File: config.mk
export PLATFORM = sky130hd
export DESIGN_NAME = ext_ins_server
export DESIGN_NICKNAME = d
export VERILOG_FILES = /design/src/rtl/ext_ins_server.sv
export SDC_FILE = /design/constraint.sdc
export NUM_CORES = 1
export LEC_CHECK = 0
export ABC_AREA = 1
export CORE_ASPECT_RATIO = 1.1
export CORE_UTILIZATION = 40
export CTS_BUF_LIST = sky130_fd_sc_hd__clkbuf_2
export DETAILED_ROUTE_END_ITERATION = 8
export PLACE_DENSITY = 0.74
export REMOVE_ABC_BUFFERS = 1
export SLEW_MARGIN = 20
export SYNTH_ARGS = -nofsm -noshare
export SYNTH_HDL_FRONTEND = slang
export SYNTH_SLANG_ARGS = --single-unit
File: constraint.sdc
create_clock -name clk -period 6.6 [get_ports clk]
set_input_delay 1.32 -clock clk [delete_from_list [all_inputs] [get_ports clk]]
set_output_delay 1.32 -clock clk [all_outputs]
set_load 0.02 [all_outputs]
File: src/rtl/ext_ins_server.sv
// ext_ins_server: upstream source for the core's external-instruction port.
//
// Read requests (exIns_ren/exIns_addr) are queued in a DEPTH-entry FIFO and
// served one at a time. Each good request waits WAIT_STATES idle cycles, then
// reads one word from a synchronous backing memory (data one cycle after
// mem_en). Misaligned or out-of-range requests get a NOP (addi x0,x0,0) with
// exIns_err set, and the memory is not touched.
//
// Ports:
//   clk, nrst            clock (rising edge), asynchronous active-low reset
//   exIns_ren/addr       request strobe and byte address from the core
//   exIns_valid/in/err   one-cycle response pulse, data word, bad-request flag
//   mem_en/addr/rdata    synchronous backing memory read port (word address)
//   busy                 FSM not idle or requests still queued
//   overflow             sticky: a request arrived while the FIFO was full
module ext_ins_server #(
  parameter int DEPTH       = 4,
  parameter int WAIT_STATES = 2,
  parameter int MEM_WORDS   = 256,
  parameter int AW          = 8
) (
  input  logic          clk,
  input  logic          nrst,
  input  logic          exIns_ren,
  input  logic [31:0]   exIns_addr,
  output logic          exIns_valid,
  output logic [31:0]   exIns_in,
  output logic          exIns_err,
  output logic          mem_en,
  output logic [AW-1:0] mem_addr,
  input  logic [31:0]   mem_rdata,
  output logic          busy,
  output logic          overflow
);

  localparam int          PW        = $clog2(DEPTH);
  localparam logic [29:0] MEM_LIMIT = 30'(MEM_WORDS);
  localparam logic [31:0] NOP       = 32'h0000_0013;

  typedef enum logic [1:0] {S_IDLE, S_WAIT, S_READ, S_ERR} state_t;

  logic [31:0]   r_fifo [DEPTH];
  logic [PW-1:0] r_rd_ptr;
  logic [PW-1:0] r_wr_ptr;
  logic [PW:0]   r_count;
  state_t        r_state;
  logic [3:0]    r_cnt;
  logic [AW-1:0] r_cur_word;
  logic          r_overflow;

  logic          w_empty;
  logic          w_full;
  logic          w_pop;
  logic          w_push;
  logic [31:0]   w_head;
  logic          w_bad;

  assign w_empty = (r_count == '0);
  assign w_full  = (r_count == (PW+1)'(DEPTH));
  assign w_head  = r_fifo[r_rd_ptr];
  assign w_bad   = (w_head[1:0] != 2'b00) || (w_head[31:2] >= MEM_LIMIT);

  // The cycle a response is presented is a turnaround cycle: no pop then, so
  // back-to-back responses are 4+WAIT_STATES apart (3 for bad requests).
  assign w_pop  = (r_state == S_IDLE) && !w_empty && !exIns_valid;
  // A full FIFO still accepts a request when an entry leaves in the same cycle.
  assign w_push = exIns_ren && (!w_full || w_pop);

  assign busy     = (r_state != S_IDLE) || !w_empty;
  assign overflow = r_overflow;

  // NOTE: always_comb outputs get a default first so no path leaves them
  // unassigned, which would otherwise infer a latch.
  always_comb begin
    mem_en   = 1'b0;
    mem_addr = '0;
    if (r_state == S_WAIT && r_cnt == 4'd0) begin
      mem_en   = 1'b1;
      mem_addr = r_cur_word;
    end
  end

  // NOTE: FIFO storage has no reset; occupancy is tracked by the pointers and
  // count, so stale entries are never read and the array maps to plain RAM.
  always_ff @(posedge clk) begin
    if (w_push) r_fifo[r_wr_ptr] <= exIns_addr;
  end

  // NOTE: sequential state uses non-blocking assignments so every flop samples
  // pre-edge values regardless of statement order.
  always_ff @(posedge clk or negedge nrst) begin
    if (!nrst) begin
      r_rd_ptr    <= '0;
      r_wr_ptr    <= '0;
      r_count     <= '0;
      r_overflow  <= 1'b0;
      r_state     <= S_IDLE;
      r_cnt       <= 4'd0;
      r_cur_word  <= '0;
      exIns_valid <= 1'b0;
      exIns_in    <= 32'h0;
      exIns_err   <= 1'b0;
    end else begin
      if (w_push) r_wr_ptr <= r_wr_ptr + PW'(1);
      if (w_pop)  r_rd_ptr <= r_rd_ptr + PW'(1);
      case ({w_push, w_pop})
        2'b10:   r_count <= r_count + (PW+1)'(1);
        2'b01:   r_count <= r_count - (PW+1)'(1);
        default: r_count <= r_count;
      endcase
      if (exIns_ren && !w_push) r_overflow <= 1'b1;

      exIns_valid <= 1'b0;
      exIns_err   <= 1'b0;

      case (r_state)
        S_IDLE: begin
          if (w_pop) begin
            r_cur_word <= w_head[AW+1:2];
            if (w_bad) begin
              r_state <= S_ERR;
            end else begin
              r_state <= S_WAIT;
              r_cnt   <= 4'(WAIT_STATES);
            end
          end
        end
        S_WAIT: begin
          if (r_cnt != 4'd0) r_cnt   <= r_cnt - 4'd1;
          else               r_state <= S_READ;
        end
        S_READ: begin
          exIns_in    <= mem_rdata;
          exIns_valid <= 1'b1;
          r_state     <= S_IDLE;
        end
        S_ERR: begin
          exIns_in    <= NOP;
          exIns_valid <= 1'b1;
          exIns_err   <= 1'b1;
          r_state     <= S_IDLE;
        end
        default: r_state <= S_IDLE;
      endcase
    end
  end

endmodule

After elaboration in Yosys (flattened, before gate mapping)
Memories as Yosys holds them, arrays and structs flattened.
Index checks and enable logic that the tools add are counted.
W data, S select, Z words.
- add/sub/neg operators: 5
- order comparisons: 1
- eq/ne operators: 10
- multiplexer cells: 16
- reduce and logical (&&, ||, !) cells: 25
- operator list (kind ; count):
    $pmux W32 S2 ; 1
    $ge A30 B9 Y1 const B ; 1
    $mux W4 ; 3
    $reduce_bool A2 Y1 ; 5
    $mux W8 ; 1
    $pmux W4 S2 ; 1
    $eq A2 B2 Y1 const B ; 3
    $mux W2 ; 3
    $ne A2 B2 Y1 const B ; 3
    $pmux W2 S3 ; 1
    $pmux W3 S2 ; 1
    $logic_and A1 B1 Y1 ; 5
    $mux W1 ; 5
    $add A2 B1 Y2 const B ; 2
    $eq A2 B1 Y1 const B ; 2
    $logic_not A1 Y1 ; 4
    $logic_not A4 Y1 ; 1
    $reduce_and A2 Y1 ; 2
    $reduce_and A4 Y1 ; 1
    $reduce_bool A4 Y1 ; 1
    $sub A4 B1 Y4 const B ; 1
    $add A3 B1 Y3 const B ; 1
    $eq A3 B3 Y1 const B ; 1
    $logic_not A3 Y1 ; 1
    other kinds (5) ; 7
- bits in registers: 56
- bits in writable memories: 128
- output and inout port bits: 45
- word-level logic and storage cells: 68
- memories: 1
- memory list (memory ; words ; bits a word ; rd ports ; clocked after Yosys merged registers in ; wr ports ; RTL line ; RTL):
    r_fifo ; 4 ; 32 ; 1 ; 0 ; 1 ; 42 ; logic [31:0] r_fifo [DEPTH];

Longest topological paths before layout
Gate-level depths: netlist of the first run.
- depth after elaboration: 8
- depth in mapped cells: 15
- gate-level depth less buffers: 13

Worst setup path before layout of the first run
OpenSTA, ideal clock, no wires.
- path type: input port to flip-flop
- start: in exIns_ren
- end: mem r_fifo[0][0], enable pin
- library setup time: 0.421 ns
- arrival: 2.787 ns
- slack: 3.392 ns
- stages on the path: 2
- path buffers: 0
- cell sequence: nand2_2 nor2_1
- cells in the longest elaborated chain, start to end: 3
- RTL lines (item ; RTL line ; RTL):
    start: declaration ; 24 ; input logic exIns_ren,
    $logic_and A1 B1 Y1 ; 67 ; assign w_push = exIns_ren && (!w_full || w_pop);
    $mux W1 ; 86 ; if (w_push) r_fifo[r_wr_ptr] <= exIns_addr;
    $mux W1 (implied by the code) ; 86 ;
    end: declaration ; 42 ;
No other way between the ends.

Final worst setup path of the first run
- start: reg r_state[1]
- end: out mem_addr[2]
- cells in the longest elaborated chain, start to end: 3
- RTL lines (item ; RTL line ; RTL):
    start: declaration ; 46 ; state_t r_state;
    start signal: assignment ; 97 ; r_state <= S_IDLE;
    start signal: assignment ; 121 ; r_state <= S_ERR;
    start signal: assignment ; 123 ; r_state <= S_WAIT;
    $eq A2 B1 Y1 ; 77 ; if (r_state == S_WAIT && r_cnt == 4'd0) begin
    $logic_and A1 B1 Y1 ; 77 ;
    $mux W8 ; 77 ;
    end: declaration ; 30 ; output logic [AW-1:0] mem_addr,
No other way between the ends.

==> impl.org, run 1 <==
** Critical path
- Along the worst path, the maximum fanout reaches 9.
- Worst endpoint required time :: 5280 ps
- CP Capture Type :: output port
- Nature of the critical path startpoint :: flip-flop
- Type of the setup path with the least slack :: reg -> out
- Data arrives at the worst endpoint at 2970 ps.
- Setup slack, reg-to-reg :: 3390 ps

** Cells and area
- Top library cells by usage in the layout, fill and taps aside :: sky130_fd_sc_hd__edfxtp_1, sky130_fd_sc_hd__clkdlybuf4s50_1, sky130_fd_sc_hd__nor2_1
- Sequential cell area :: 5245 um^2
- The library cell used most frequently in the layout, excluding fill and tap cells, is sky130_fd_sc_hd__edfxtp_1.
- Layout cell share with drive strength beyond 1 :: 0.09677
- Growth of design area from synthesis to finish :: 22.71%
- The finished cells cover 8621 um^2.
- Number of inserted filler cells in the final layout :: 1,474
- Number of diodes added for antenna fixing :: 0
- Footprint of the multi-input gates :: 1505 um^2
- NumNets Final :: 713

** CTS
- TritonCTS built the clock tree.
- Clock transition at the registers of the reported paths :: 240 ps
- Post-CTS Setup Repair Bufs :: 0
- Cells resized by post-CTS repair :: 0
- Clock latency on the worst-skew pair :: 730 ps
- Number of sinks driven by the clock tree :: 184
- The cell sitting at the root of the clock tree is a sky130_fd_sc_hd__clkbuf_2.
- Buffers inserted to repair hold after CTS numbered 0.
- The H-tree generated during clock tree synthesis spans 4 levels.
- Inserted Clock Buffers :: 17
- In this run the deepest clock path goes through 2 buffers.

** Placed design
- After detailed placement, the total cell area comes to 8357 um^2.
- Placed wire-length estimate after detailed placement :: 8.934 mm
- Buffers placed on the I/O ports in this run total 111.
- At the end of routability-driven placement, the weighted congestion stood at 0.7888.

** Routing
- Summed over all layers, the routed wires come to 13.45 mm.
- Routed via count divided by cell count :: 4.812
- Number of remaining DRC errors :: 0
- After the first detailed-routing iteration, the DRC count stood at 227.
- In this run the remaining antenna-violating nets after routing total 0.
- Average routed wire per standard cell :: 15.19 um
- Routed vias :: 4,259
- The pre-antenna-repair detailed-routing pass consisted of 5 iterations.

** Synthesis
- After synthesis the netlist holds a flip-flop and latch count of 184.
- The share of the Yosys chip area taken by registers is 0.7466.
- Number of library cell types mapped by synthesis :: 34
- Avg Synthesized Cell Area :: 13.46 um^2
- Summing every instance area after synthesis gives 7025 um^2.
- Counting every instance in the synthesized netlist gives 522.
- YS warnings :: 0

** Die
- In this run the count of I/O pins placed on the die edge is 112.
- Floorplan die height :: 141.0 um
- Starting density of the core :: 0.4114
- X dimension of the die :: 128.4 um
- Core area :: 17,080 um^2
- The floorplan step defined a die boundary enclosing 18,100 um^2.
- In this run the core area contains 50 standard-cell rows.

** Global route
- Overflow left after global routing :: 0
- Entering global routing, the biggest net connects 57 pins.
- Global-route wire length before repair :: 21.19 mm
- Global-route usage over all layers :: 0.1542
- The number of global-route vias before repair was 4,347.
- The initial antenna violation count was 0.

** STA
- The total count of max-transition violations in the final report came to 0.
- Post-Route Skew :: 29.61 ps
- Accumulated negative setup slack :: 0 ps
- The worst pin sits at a relative slew slack of 0.3081.
- Fmax :: 0.2332 GHz
- Setup repair after global routing missed its margin :: no
- Setup violations remaining at the end of the flow were counted as 0.
- Slew of the pin with the lowest slew margin :: 1032 ps
- Ratio of final minimum period to clock period :: 0.6497
- WHS :: 518.4 ps
- Period minus WS final :: 4288 ps
- The number of hold violations in the final report is 0.

** Pwr
- Max VDD drop :: 0.0001890 V
- Total power :: 3510 uW
- Static leakage power :: 0.003307 uW
- For this design the ratio of total power to cell area is 407.1 nW/um^2.

** Min path
- The min-delay analysis places its worst path in the category reg -> reg.

** Flow run
- Max-cap violations in this run came to 0.

** Outcome
- The run finished with clean final reports.
metrics by stage:
step                      cells  setup WS (ps)    util
after floorplan             502           3090       -
after global placement      853           3095  0.4893
after detailed placement    853           3026  0.4893
after CTS                   885           2150  0.5045
after global routing        885           2008  0.5048
final                       885           2312  0.5048
registers in the layout, summed over array words and instances, names as in the netlist:
register and flops:
exIns_err 1, exIns_in 32, exIns_valid 1, overflow 1, r_cnt 4, r_count 3, r_cur_word 8, r_fifo 128
r_rd_ptr 2, r_state 2, r_wr_ptr 2
power by group:
part	internal (uW)	switching (uW)	total [uW]
Sequential	1570	142	1710
Clock	163	415	578
Combinational	483	741	1220
metal layers:
layer  part of all wire  global-route usage
met5                  0                   0
met1               0.42              0.1736
met3              0.071             0.04478
met4              0.016             0.06068
met2               0.50              0.2731
final timing paths:
check	depth (start not counted)	end	start
worst max-delay path	6	mem_addr[2]	r_state[1]
worst min-delay path	1	overflow	overflow
worst max register to register	12	r_count[2]	r_state[1]
worst min register to register	1	overflow	overflow
max in group asynchronous	2	r_wr_ptr[0]	nrst
min in group asynchronous	2	exIns_in[9]	nrst
cell families (layout without fill, tap and decap cells):
kind of cell	Yosys count	after routing	share of synthesized area
flip-flops	184	184	0.7466
AO/OA/AOI/OAI	73	73	0.07106
XOR/XNOR	5	5	0.006233
adder cells (fa/ha/maj)	8	8	0.01532
AND/OR/NAND/NOR	188	188	0.1191
buffers and inverters	64	193	0.04167
area by class of cell:
| cell class | count | area share |
|---|---|---|
| clock buffer | 17 | 0.009869 |
| multi-input combinational | 274 | 0.1746 |
| inverter | 44 | 0.01945 |
| timing repair buffer | 117 | 0.1335 |
| sequential | 184 | 0.6084 |
| clock inverter | 15 | 0.02017 |
| tap | 234 | 0.03396 |
cell usage after synthesis, drive strengths merged:
master / n / area, um^2
nand3b: 8 / 60.06
fa: 1 / 20.02
a21oi: 4 / 20.02
xnor2: 1 / 8.760
o21ai: 28 / 140.1
a31o: 1 / 8.760
clkinv: 1 / 3.750
or2: 2 / 12.51
and2: 1 / 6.260
a22o: 29 / 254.0
nor2: 85 / 354.1
dfrtp: 56 / 1401
o22ai: 8 / 50.05
clkbuf: 7 / 27.52
buf: 13 / 97.59
edfxtp: 128 / 3844
xor2: 4 / 35.03
nand3: 16 / 80.08
nand2: 71 / 294.0
ha: 7 / 87.58
o22a: 3 / 26.28
inv: 43 / 163.9
nor3: 5 / 30.03
worst max-delay path: stages (launching register included):
cell	delay (ps)
sky130_fd_sc_hd__dfrtp_1	540
sky130_fd_sc_hd__nor2_1	220
sky130_fd_sc_hd__inv_1	120
sky130_fd_sc_hd__nor2_1	150
sky130_fd_sc_hd__clkinv_1	320
sky130_fd_sc_hd__nor2_1	260
sky130_fd_sc_hd__clkdlybuf4s50_1	640
(Power assumes the default switching activity.)
==> run 2, diff against run 1 <==
Settings changed: PLACE_DENSITY 0.74 to 0.77.
Clock period 6.6 ns to 3.5 ns, I/O delays scaled along.
==> run 2 against run 1 <==
Total power is 93% higher. Flip-flop and latch count unchanged. Critical path depth increased by 1. Clock-buffer cell count is the same. First-iteration DRC count increased by 11%. Cell area is 1.3% higher. Combinational power rose by 96%. Final cell count increased by 0.79%. Routed wire length is 2.7% higher. Core utilization is 0.68 points higher. Register-to-register slack worse by 2500 ps.
==> impl.org, run 2 (synthesized netlist as in run 1, its figures left out) <==
** Critical path
- Startpoint of the worst register-to-register path :: r_count[1]
- CP Capture Type :: output port
- Depth of the most critical reg-to-reg path :: 14 (+2)
- Data arrival time of the worst path :: 2410 ps (-560 ps)
- The maximum fanout along the worst path came to 5 (-4).
- The setup slack of the worst register-to-register path was 890 ps (-2500 ps).
- STA classifies the critical path startpoint as a flip-flop.
- In this run the critical register-to-register path is captured at r_count[2].
- The required time of the critical path is 2800 ps (-2480 ps).
- The critical path is of the reg -> out type.

** Routing
- The count of vias placed by the detailed router came to 4,245 (-0.33%).
- The per-cell via count in the routed design is 4.759 (-1.1%).
- Average routed wire per standard cell :: 15.48 um (+1.9%)
- The total detailed-routing wirelength is 13.80 mm (+2.7%).
- The number of detailed-routing iterations run before antenna repair is 5 (unchanged).
- Number of remaining DRC errors :: 0 (unchanged)
- Remaining antenna violation count :: 0 (unchanged)
- The initial detailed-routing violation count was 253 (+11%).

** Cells and area
- Sequential cell area :: 5246 um^2 (about the same)
- Growth of design area from synthesis to finish :: 24.36%
- Top library cells by usage in the layout, fill and taps aside :: sky130_fd_sc_hd__edfxtp_1, sky130_fd_sc_hd__clkdlybuf4s50_1, sky130_fd_sc_hd__nor2_1
- Top register by number of flip-flops :: r_fifo
- The final standard cell count with taps included and fillers excluded came to 892 (+0.79%).
- The number of inserted filler cells in the final layout came to 1,433 (-2.8%).
- Layout cell share with drive strength beyond 1 :: 0.1094 (+0.01265)
- Commonest non-fill, non-tap cell in the layout :: sky130_fd_sc_hd__edfxtp_1
- The largest registers in the layout are r_fifo (128), exIns_in (32), r_cur_word (8).
- The total area of multi-input combinational cells came to 1503 um^2 (-0.17%).
- The flip-flop count of the largest register, all copies and words added is 128 (unchanged).
- Number of diodes added for antenna fixing :: 0 (unchanged)
- NumNets Final :: 720 (+0.98%)

** CTS
- The number of levels the H-tree was split into came to 4 (unchanged).
- Inserted Clock Buffers :: 17 (unchanged)
- The clock insertion delay at the later pin of the skew report is 760 ps (+30 ps).
- The TritonCTS sink count was 184 (unchanged).
- The clock transition at the registers of the reported paths is 300 ps (+60 ps).
- CTS placed an instance of sky130_fd_sc_hd__clkbuf_2 at the clock tree root.
- The worst-case clock buffer depth is 2 (unchanged).
- TritonCTS clock tree :: built

** Pwr
- Static leakage power :: 0.003490 uW (+5.5%)
- Max VDD drop :: 0.0004901 V (+160%)
- Power Density :: 775.8 nW/um^2 (+91%)
- The power consumption was 6778 uW (+93%).

** Global route
- Antenna violations before repair :: 0 (unchanged)
- The combined global-route utilization of all metal layers is 0.1609 (+0.006737).
- The first-pass GRT wire length is 21.96 mm (+3.6%).
- Overflow left after global routing :: 0 (unchanged)
- Pin count of the biggest net entering global routing :: 34 (-40%)
- The number of global-route vias before repair is 4,480 (+3.1%).

** Placed design
- The weighted congestion at the end of routability-driven global placement is 0.7891 (about the same).
- Placed wire-length estimate after detailed placement :: 9.047 mm (+1.3%)
- Placed cells :: 856 (+0.35%)
- The count of buffers from port buffering was 111 (unchanged).

** Die
- Core area :: 17,080 um^2 (unchanged)
- Starting density of the core :: 0.4114 (unchanged)
- Floorplan die area :: 18,100 um^2 (unchanged)
- Floorplan die height :: 141.0 um (unchanged)
- Site Rows :: 50 (unchanged)
- X dimension of the die :: 128.4 um (unchanged)
- Top-level port count :: 112 (unchanged)

** STA
- Period minus WS final :: 3108 ps
- Final hold violations :: 0 (unchanged)
- Worst rel slew slack :: 0.3982 (+0.09006)
- Number of setup violations in the final report :: 0 (unchanged)
- Final Max Slew Viols :: 0 (unchanged)
- Fmax :: 0.3218 GHz
- Accumulated negative setup slack :: 0 ps (unchanged)
- Setup repair after global routing left no endpoint under its margin.
- WHS :: 498.1 ps (-20.35 ps)
- Dividing the final minimum period by the clock period gives 0.8879.
- The setup clock skew after layout is 40.62 ps (+11.01 ps).
- Slew of the pin with the lowest slew margin :: 901.7 ps (-130.5 ps)

** Flow run
- The total of max-cap violations came to 0 (unchanged).

** Min path
- In this run the worst hold path is classified as in -> async.

** Outcome
- The flow ran to the end, and the final reports show no timing, DRC or antenna violations.
## run 2: changes by cell type in the layout (fill, tap and decap cells not counted), moves of 3 or more
| cell | delta |
|---|---|
| sky130_fd_sc_hd__clkdlybuf4s50_1 | -8 |
| sky130_fd_sc_hd__dlymetal6s2s_1 | +7 |
| sky130_fd_sc_hd__buf_4 | +5 |
| sky130_fd_sc_hd__inv_8 | -4 |
| sky130_fd_sc_hd__clkinv_8 | +3 |
## run 2: routing by layer
| layer | vias up | part of all wire | track usage |
|---|---|---|---|
| met3 | 23 | 0.075 | 0.04896 |
| met5 | - | 0 | 0 |
| li1 | 2055 | - | - |
| met1 | 2011 | 0.41 | 0.1893 |
| met2 | 156 | 0.49 | 0.2777 |
| met4 | 0 | 0.021 | 0.05635 |
## run 2: worst max-delay path, cell delays in order, from the launching register on
cell and delay [ps]:
sky130_fd_sc_hd__dfrtp_1 460, sky130_fd_sc_hd__inv_1 110, sky130_fd_sc_hd__ha_1 150, sky130_fd_sc_hd__nand2_1 70
sky130_fd_sc_hd__nor2_2 210, sky130_fd_sc_hd__clkinv_2 190, sky130_fd_sc_hd__nor2_1 130, sky130_fd_sc_hd__dlygate4sd2_1 350
## run 2: repair_timing
action                                  4_1_cts  5_1_grt
gates resized for setup                       5        7
buffers inserted                              2        0
cloned                                        1        0
hold buffers                                  1        0
pin swaps                                     0        0
endpoints found under the hold margin        32        0
endpoints found under the setup margin        8        7
## run 2: cell type report
cell class                      count  area share
Multi-Input combinational cell    274      0.1720
Clock buffer                       17    0.009738
Sequential cell                   184      0.6005
Timing Repair Buffer              123      0.1391
Timing Repair inverter              1   0.0005728
Tap cell                          234     0.03351
Clock inverter                     15     0.02535
Inverter                           44     0.01933
## run 2: where the power goes
group | switching (uW) | total [uW] | internal (uW) | leakage, uW
sequential | 215 | 3170 | 2950 | 0.00187
combinational | 1450 | 2390 | 940 | 0.00145
clock | 827 | 1220 | 393 | 0.000176
## run 2: worst max path at each step
stage	start	endpoint	slack, ps	cells past startpoint
6_report	r_cnt[0]	mem_addr[7]	390	7
5_1_grt	r_cnt[0]	mem_addr[7]	210	7
4_1_cts	r_cnt[0]	mem_addr[5]	30	7
3_5_place_dp	r_state[1]	mem_addr[7]	650	6
3_3_place_gp	r_state[1]	mem_addr[5]	690	6
2_1_floorplan	r_state[1]	r_fifo[0][0]	-10	7
## run 2: through the flow
stage                     utilization  area (um^2)  setup WS [ps]
after global placement         0.4906         8379          690.9
after detailed placement       0.4906         8379          653.0
after floorplan                     -         6900         -10.06
final                          0.5116         8737          392.2
after CTS                      0.5105         8720          25.85
after global routing           0.5116         8737          210.1
==> run 3, diff against run 2 <==
Settings changed: CAP_MARGIN set to 0.
==> results of run 3 <==
Final layout, timing and power as in run 2 (identical DEF).
